--- src/rtl/rate_tick_pkg.sv ---
// rtl/rate_tick_pkg.sv - shared types and helpers for the rate tick scheduler
package rate_tick_pkg;

  typedef enum logic [1:0] {
    IDLE  = 2'd0,
    RUN   = 2'd1,
    ALIGN = 2'd2
  } state_t;

  localparam int ACC_W_DEF = 16;

  // Channel index width; a single channel still gets a 1-bit index.
  function automatic int ch_idx_w(input int n);
    return (n > 1) ? $clog2(n) : 1;
  endfunction

endpackage

--- src/rtl/rate_tick_nco.sv ---
// rtl/rate_tick_nco.sv - one phase-accumulator channel producing a carry strobe and square wave
module rate_tick_nco
  import rate_tick_pkg::*;
#(
  parameter int ACC_W = ACC_W_DEF
) (
  input  logic             clk,
  input  logic             rst_n,
  input  logic             clr,
  input  logic             step,
  input  logic [ACC_W-1:0] inc,
  output logic             tick,
  output logic             ph
);

  logic [ACC_W-1:0] acc;
  logic [ACC_W:0]   sum;

  assign sum = {1'b0, acc} + {1'b0, inc};

  always_ff @(posedge clk or negedge rst_n) begin
    if (!rst_n) begin
      acc  <= '0;
      tick <= 1'b0;
      ph   <= 1'b0;
    end else if (clr) begin
      acc  <= '0;
      tick <= 1'b0;
      ph   <= 1'b0;
    end else if (step) begin
      acc  <= sum[ACC_W-1:0];
      tick <= sum[ACC_W];
      if (sum[ACC_W]) ph <= ~ph;
    end else begin
      // Holding edges (e.g. leaving ALIGN) keep the phase but never strobe.
      tick <= 1'b0;
    end
  end

endmodule

--- src/rtl/rate_tick_scheduler.sv ---
// rtl/rate_tick_scheduler.sv - aligned multi-rate tick and phase generator from one base clock
module rate_tick_scheduler
  import rate_tick_pkg::*;
#(
  parameter int               NUM_CH  = 2,
  parameter int               ACC_W   = ACC_W_DEF,
  parameter logic [ACC_W-1:0] INC_RST = '0,
  localparam int              CH_W    = ch_idx_w(NUM_CH)
) (
  input  logic              clk,
  input  logic              rst_n,
  input  logic              en,
  input  logic              align_req,
  output logic              align_done,
  input  logic              cfg_valid,
  output logic              cfg_ready,
  input  logic [CH_W-1:0]   cfg_ch,
  input  logic [ACC_W-1:0]  cfg_inc,
  output logic              cfg_err,
  output logic [NUM_CH-1:0] tick,
  output logic [NUM_CH-1:0] ph,
  output logic [1:0]        state_o
);

  state_t           state;
  state_t           state_nxt;
  logic [ACC_W-1:0] inc_q [NUM_CH];
  logic             cfg_acc;
  logic             cfg_bad;
  logic             step;
  logic             clr;

  assign cfg_ready = (state != ALIGN);
  assign cfg_acc   = cfg_valid && cfg_ready;
  assign cfg_bad   = ({1'b0, cfg_ch} >= (CH_W + 1)'(NUM_CH));
  assign state_o   = state;

  always_comb begin
    state_nxt = state;
    case (state)
      IDLE:    if (en) state_nxt = RUN;
      RUN: begin
        if (!en)            state_nxt = IDLE;
        else if (align_req) state_nxt = ALIGN;
      end
      ALIGN:   state_nxt = en ? RUN : IDLE;
      default: state_nxt = IDLE;
    endcase
  end

  // The edge that enters RUN never accumulates, so every channel starts from a common origin.
  assign step = (state == RUN) && en && !align_req;
  assign clr  = (state_nxt != RUN);

  always_ff @(posedge clk or negedge rst_n) begin
    if (!rst_n) begin
      state      <= IDLE;
      align_done <= 1'b0;
      cfg_err    <= 1'b0;
    end else begin
      state      <= state_nxt;
      align_done <= (state == ALIGN) && en;
      cfg_err    <= cfg_acc && cfg_bad;
    end
  end

  for (genvar i = 0; i < NUM_CH; i++) begin : g_ch
    // The NCO sees the registered increment, so a write on a carrying edge still carries with the old value.
    always_ff @(posedge clk or negedge rst_n) begin
      if (!rst_n) begin
        inc_q[i] <= INC_RST;
      end else if (cfg_acc && !cfg_bad && (cfg_ch == CH_W'(i))) begin
        inc_q[i] <= cfg_inc;
      end
    end

    rate_tick_nco #(
      .ACC_W(ACC_W)
    ) u_nco (
      .clk  (clk),
      .rst_n(rst_n),
      .clr  (clr),
      .step (step),
      .inc  (inc_q[i]),
      .tick (tick[i]),
      .ph   (ph[i])
    );
  end

endmodule

--- config.mk ---
export PLATFORM = sky130hd
export DESIGN_NAME = rate_tick_scheduler
export DESIGN_NICKNAME = d
export VERILOG_FILES = /design/src/rtl/rate_tick_pkg.sv /design/src/rtl/rate_tick_nco.sv /design/src/rtl/rate_tick_scheduler.sv
export SDC_FILE = /design/constraint.sdc
export NUM_CORES = 1
export LEC_CHECK = 0
export ABC_AREA = 1
export CAP_MARGIN = 20
export CORE_MARGIN = 3
export CORE_UTILIZATION = 48
export CTS_CLUSTER_SIZE = 30
export DETAILED_ROUTE_END_ITERATION = 10
export PLACE_DENSITY_LB_ADDON = 0.08
export SETUP_SLACK_MARGIN = 0.5
export SYNTH_ARGS = -nofsm -noshare
export SYNTH_HDL_FRONTEND = slang
export SYNTH_HIERARCHICAL = 1
export SYNTH_SLANG_ARGS = --single-unit
--- constraint.sdc ---
create_clock -name clk -period 5.68 [get_ports clk]
set_clock_uncertainty 0.1 [all_clocks]
set_input_delay 0.568 -clock clk [delete_from_list [all_inputs] [get_ports clk]]
set_output_delay 0.568 -clock clk [all_outputs]
set_load 0.05 [all_outputs]
==> Word-level counts from Yosys, hierarchy flattened <==
Index checks and enable logic that the tools add are counted.
{ "classes": {"n_addsub": 2, "n_mux": 19, "reduce_logical": 13, "n_eq_ne": 4, "bitwise": 3} }
{ "ops": {"columns": ["operator", "count"], "rows": [
  ["2-to-1 mux 16 bit", 4],
  ["adder 16 x 16 -> 17 bit", 2],
  ["2-to-1 mux 1 bit", 11],
  ["logical AND 1 bit", 6],
  ["2-to-1 mux 2 bit", 3],
  ["case mux 2 bit (3 select lines)", 1],
  ["nonzero test 2 bit", 3],
  ["AND reduction 2 bit", 2],
  ["NOT 1 bit", 3],
  ["equality test 2 x 1 -> 1 bit (second input constant)", 1],
  ["equality test 2 bit (second input constant)", 1],
  ["logical NOT 2 bit", 1],
  ["!= test 2 x 1 -> 1 bit (second input constant)", 1],
  ["!= test 2 bit (second input constant)", 1],
  ["logical NOT 1 bit", 1]
]} }
{ "word_totals": {"elab_cells": 51, "ff_bits": 71, "in_bits": 22, "out_inout_bits": 9} }

==> Longest topological paths before layout <==
{ "depth": {"word_depth": 6, "depth_mapped": 13, "ltp_nobuf": 13} }

==> By module <==
Netlist, hierarchy kept.
{ "modules_own_cells": {"columns": ["mod", "instances", "cells_per_inst", "area_each_um2", "seq_area_each_um2"], "rows": [
  ["rate_tick_nco at g_ch[1].u_nco", 1, 261, 1686.6, 450.4],
  ["rate_tick_nco at g_ch[0].u_nco", 1, 260, 1629.1, 450.4],
  ["rate_tick_scheduler", 1, 159, 1514.0, 875.8]
]} }

==> Worst setup path before layout <==
No wires, ideal clock.
{ "synth_path": {"kind": "register to register", "from": "register state[1] (netlist: state_o[1])", "to": "register g_ch[0].u_nco.acc[2]", "t_arrival_ps": 1983, "setup_time_ps": 122, "path_stages_with_launch": 7, "slack_ps": 3475, "period_less_slack_ps": 2205, "t_required_ps": 5458, "n_path_buf": 0, "path_cell_list": "dfrtp_1 -> or2_2 -> nand2_1 -> nand2_1 -> nor2_2 -> nor2_4 -> a32o_1"} }
{ "synth_via": {"elab_chain_cells": 5, "word_cells_on_any_way": 12, "cone_classes": "3 x eq/ne; 5 x mux; 4 x reduce/logical"} }
{ "synth_rtl": {"columns": ["item", "line_no", "source"], "rows": [
  ["start, declared", "rate_tick_scheduler.sv:25", "state_t state;"],
  ["start signal, assigned", "rate_tick_scheduler.sv:61", "state <= state_nxt;"],
  ["2-to-1 mux 2 bit", "rate_tick_scheduler.sv:44", "else if (align_req) state_nxt = ALIGN;"],
  ["2-to-1 mux 2 bit", "rate_tick_scheduler.sv:43", "if (!en) state_nxt = IDLE;"],
  ["case mux 2 bit (3 select lines) (*)", "rate_tick_scheduler.sv:40", "case (state)"],
  ["!= test 2 x 1 -> 1 bit (*)", "rate_tick_scheduler.sv:53", "assign clr = (state_nxt != RUN);"],
  ["net clr", "rate_tick_scheduler.sv:31", "logic clr;"],
  ["2-to-1 mux 16 bit or nonzero test 2 bit (tied branches)", null, null],
  ["end signal, assigned", "rate_tick_nco.sv:31", "acc <= sum[ACC_W-1:0];"],
  ["end, declared", "rate_tick_nco.sv:16", "logic [ACC_W-1:0] acc;"]
]} }
Mark *: on every way through the listed nets, which the timed path passes. The rest lies on a longest branch.
A chain may end at the register's enable or synchronous reset.

==> Worst setup path after layout <==
{ "layout_path": {"from": "input port align_req", "to": "register g_ch[0].u_nco.acc[6]"} }
{ "layout_via": {"elab_chain_cells": 5, "word_cells_on_any_way": 8, "cone_classes": "1 x eq/ne; 4 x mux; 3 x reduce/logical"} }
{ "layout_rtl": {"columns": ["item", "line_no", "source"], "rows": [
  ["start, declared", "rate_tick_scheduler.sv:13", "input logic align_req,"],
  ["2-to-1 mux 2 bit (*)", "rate_tick_scheduler.sv:44", null],
  ["2-to-1 mux 2 bit (*)", "rate_tick_scheduler.sv:43", null],
  ["case mux 2 bit (3 select lines) (*)", "rate_tick_scheduler.sv:40", null],
  ["!= test 2 x 1 -> 1 bit (*)", "rate_tick_scheduler.sv:53", null],
  ["net clr", "rate_tick_scheduler.sv:31", null],
  ["2-to-1 mux 16 bit or nonzero test 2 bit (tied branches)", null, null]
]} }
Marks and branches as above.

==> results.cfg <==
[logic_synthesis]
synthSimpleGateAreaFrac_pct = 37.9
ys_types = 40
postSynthNetCount = 736
synth_fa_ha_area_share_pct = 9.12
syn_area_per_cell_sq_um = 7.10
synth_area_sq_mm = 0.00483
synthXorXnorAreaFrac_pct = 0.181
ys_seq_area_share_pct = 36.8
synth_warnings = 6
synthMuxAreaShare_pct = 0
synth_compound_area_share_pct = 5.57
ys_seq_elements = 71
synth_top_family_by_area = simple AND/OR/NAND/NOR gates
syn_inst = 680

[timing]
rsz0062_at_grt = false
maxSlewViolCount = 0
tightest_slew_ns = 0.909
hold_viol = 0
tns_ns = 0
fmax_ghz = 0.362
holdWs_ns = 0.248
slew_headroom_pct = 39.4
worst_slack_ns = 2.92
period_minus_slack_ns = 2.76
setup_viol = 0
post-route-period-util_pct = 48.6

[clock_network]
htree_levels = 3
cts.clk_slew.worst_paths_ns = 0.08
clock_latency_ns = 0.35
cts_resized = 0
clock-sinks = 71
postCtsHoldBufs = 0
cts_root_buffer = clkbuf_8
cts_tree = yes
postCtsSetupBuffers = 0
cts_max_path_buffers = 2
cts_made_buffers = 9

[drt]
ant_nets = 0
drtPass1Iterations = 5
drtIter0Drc = 190
viasPerCell = 5.06
drc = 0
wl_um = 11100
routedWlPerCell_um = 13.2
num_vias = 4242

[global_route]
grt_use_met3_pct = 3.58
busiest_layer = met2
grt_use_met1_pct = 28.3
grt_pass1_wl_um = 20000
grt_pass1_vias = 4259
grt_antenna_before_repair = 0
grt_max_degree = 72
grt.total_usage_pct = 21.8
met2_usage_pct = 37.7
overflow = 0

[placed_design]
gp_congestion = 0.864
portBuffers = 29
dp_slack_ns = 2.57
dp_hpwl_um = 8430
place_inst = 823

[worst_setup_path]
worst_setup_path_start_kind = primary input
critPathTopFamily = simple AND/OR/NAND/NOR gates
crit_path_frequent_cell = nand2_1
slowest_stage = nor2_2
reg2reg_slack_ns = 3.07
slowest_delay_ns = 0.75
rr_endpoint = g_ch[0].u_nco/acc[6]
cp_num_buf_inv = 2
arrival_ns = 2.90
critPathKind = in -> reg
crit_path_start = align_req
rr_worst_depth = 9
cp.required_ns = 5.82
path_cells = clkdlybuf4s50_1 -> or2_2 -> nand2_1 -> nand2_1 -> nor2_2 -> nor2_4 -> inv_4 -> a21oi_1 -> o21ai_1 -> nand2_1
cp-end-kind = flop
r2r_start = state_o[1]
worst-path-max-fanout = 17

[die]
core.rowCount = 35
core_sq_mm = 0.00950
dieArea_sq_mm = 0.0113
io_pins = 31
die_h_um = 106
start_util_pct = 50.8
fp.dieW_um = 106

[layout]
nNetsFinal = 761
final_cells = 839
syn2layout_area_growth_pct = 10.7
diodes = 0
drive_above_1_share_pct = 6.90

[power]
ir_worst_vdd_mv = 0.153
power_density_mw_per_mm2 = 321
total_power_mw = 1.72
leakage_nw = 3.08

[run_status]
outcome = completed

[run]
max_cap_violations = 0

[min_path]
hold_class = in -> async
## cells in the mapped netlist (all sizes together)
library cell | instances | area share, %
nand2 | 292 | 23
fa | 2 | 0.83
inv | 98 | 7.8
nand3b | 8 | 1.2
dfrtp | 71 | 37
buf | 15 | 2.3
o31ai | 2 | 0.52
o22ai | 2 | 0.26
o21ai | 10 | 1.0
a21oi | 28 | 3.0
and2 | 3 | 0.39
or2 | 6 | 0.83
a22o | 2 | 0.36
nand4 | 32 | 4.1
nand3 | 34 | 4.1
dlymetal6s2s | 1 | 0.26
nor2 | 29 | 2.7
ha | 32 | 8.3
and3 | 2 | 0.26
conb | 1 | 0.078
a32o | 2 | 0.41
nor3b | 1 | 0.16
nor3 | 6 | 0.73
xor2 | 1 | 0.18
## per-stage QoR
step,util (%),instance area [sq um]
floorplan,-,4830
global placement,54.3,5160
detailed placement,54.3,5160
CTS,56.3,5350
global route,56.3,5350
finish,56.3,5350
## worst max-delay path by stage
stage | endpoint | slack (ns) | cells past startpoint
finish | g_ch[0].u_nco/acc[6] | 2.92 | 10
global route | g_ch[0].u_nco/acc[7] | 2.66 | 10
CTS | g_ch[0].u_nco/acc[6] | 2.93 | 10
detailed placement | g_ch[0].u_nco/acc[6] | 2.57 | 10
global placement | g_ch[0].u_nco/acc[8] | 2.63 | 10
floorplan | g_ch[0].u_nco/acc[2] | 3.48 | 6
## cell usage in the layout, fill, tap and decap left out, types with 2 or more instances in the layout
master	netlist	layout
and3_1	2	2
clkdlybuf4s50_1	0	28
nand4_1	32	32
a22o_1	2	2
nand3_1	31	31
nor2_1	24	24
buf_4	7	2
inv_2	3	3
dfrtp_1	71	71
a21oi_1	27	27
or2_2	4	4
o22ai_1	2	2
nand2_1	282	282
o21ai_0	5	5
fa_1	2	2
nor2_2	3	3
inv_1	93	93
o31ai_2	2	2
and2_1	3	3
o21ai_1	5	5
clkbuf_8	0	11
nand3_4	2	2
ha_1	32	32
clkinv_4	0	2
a32o_1	2	2
nand2_2	9	9
nor3_1	5	5
nand3b_1	8	8
nor2_4	2	2
## layer usage
metal	part of all wire [%]	routed length [um]	vias to the layer above
met5	0	0	-
met4	1.1	126	0
met3	2.2	246	9
met2	49	5480	43
met1	47	5240	1987
li1	-	-	2203
## kinds of logic after synthesis
logic type      count (synthesis)
simple gates                  413
buf+inv                       114
flops                          71
compound gates                 46
fa+ha+maj                      34
xor+xnor                        1
other cells                     1
## flip-flops by register name (all words and copies together), names as in the netlist
signal	flops
state_o	2
g_ch.u_nco/ph	2
align_done	1
g_ch.u_nco/acc	32
g_ch.u_nco/tick	2
inc_q	32
## final cells by class
class                           instances  area (sq um)
Inverter                               98           375
Sequential cell                        71          1780
Fill cell                             933          4160
Tap cell                              129           161
Clock inverter                          4          30.0
Clock buffer                           12           155
Timing Repair Buffer                   30           295
Multi-Input combinational cell        495          2550
## power by group
group | leakage, nW | switching, mW | internal (mW)
Sequential | 0.913 | 0.0608 | 0.595
Clock | 0.0926 | 0.200 | 0.183
Combinational | 2.07 | 0.431 | 0.246
(Power assumes the default switching activity.)
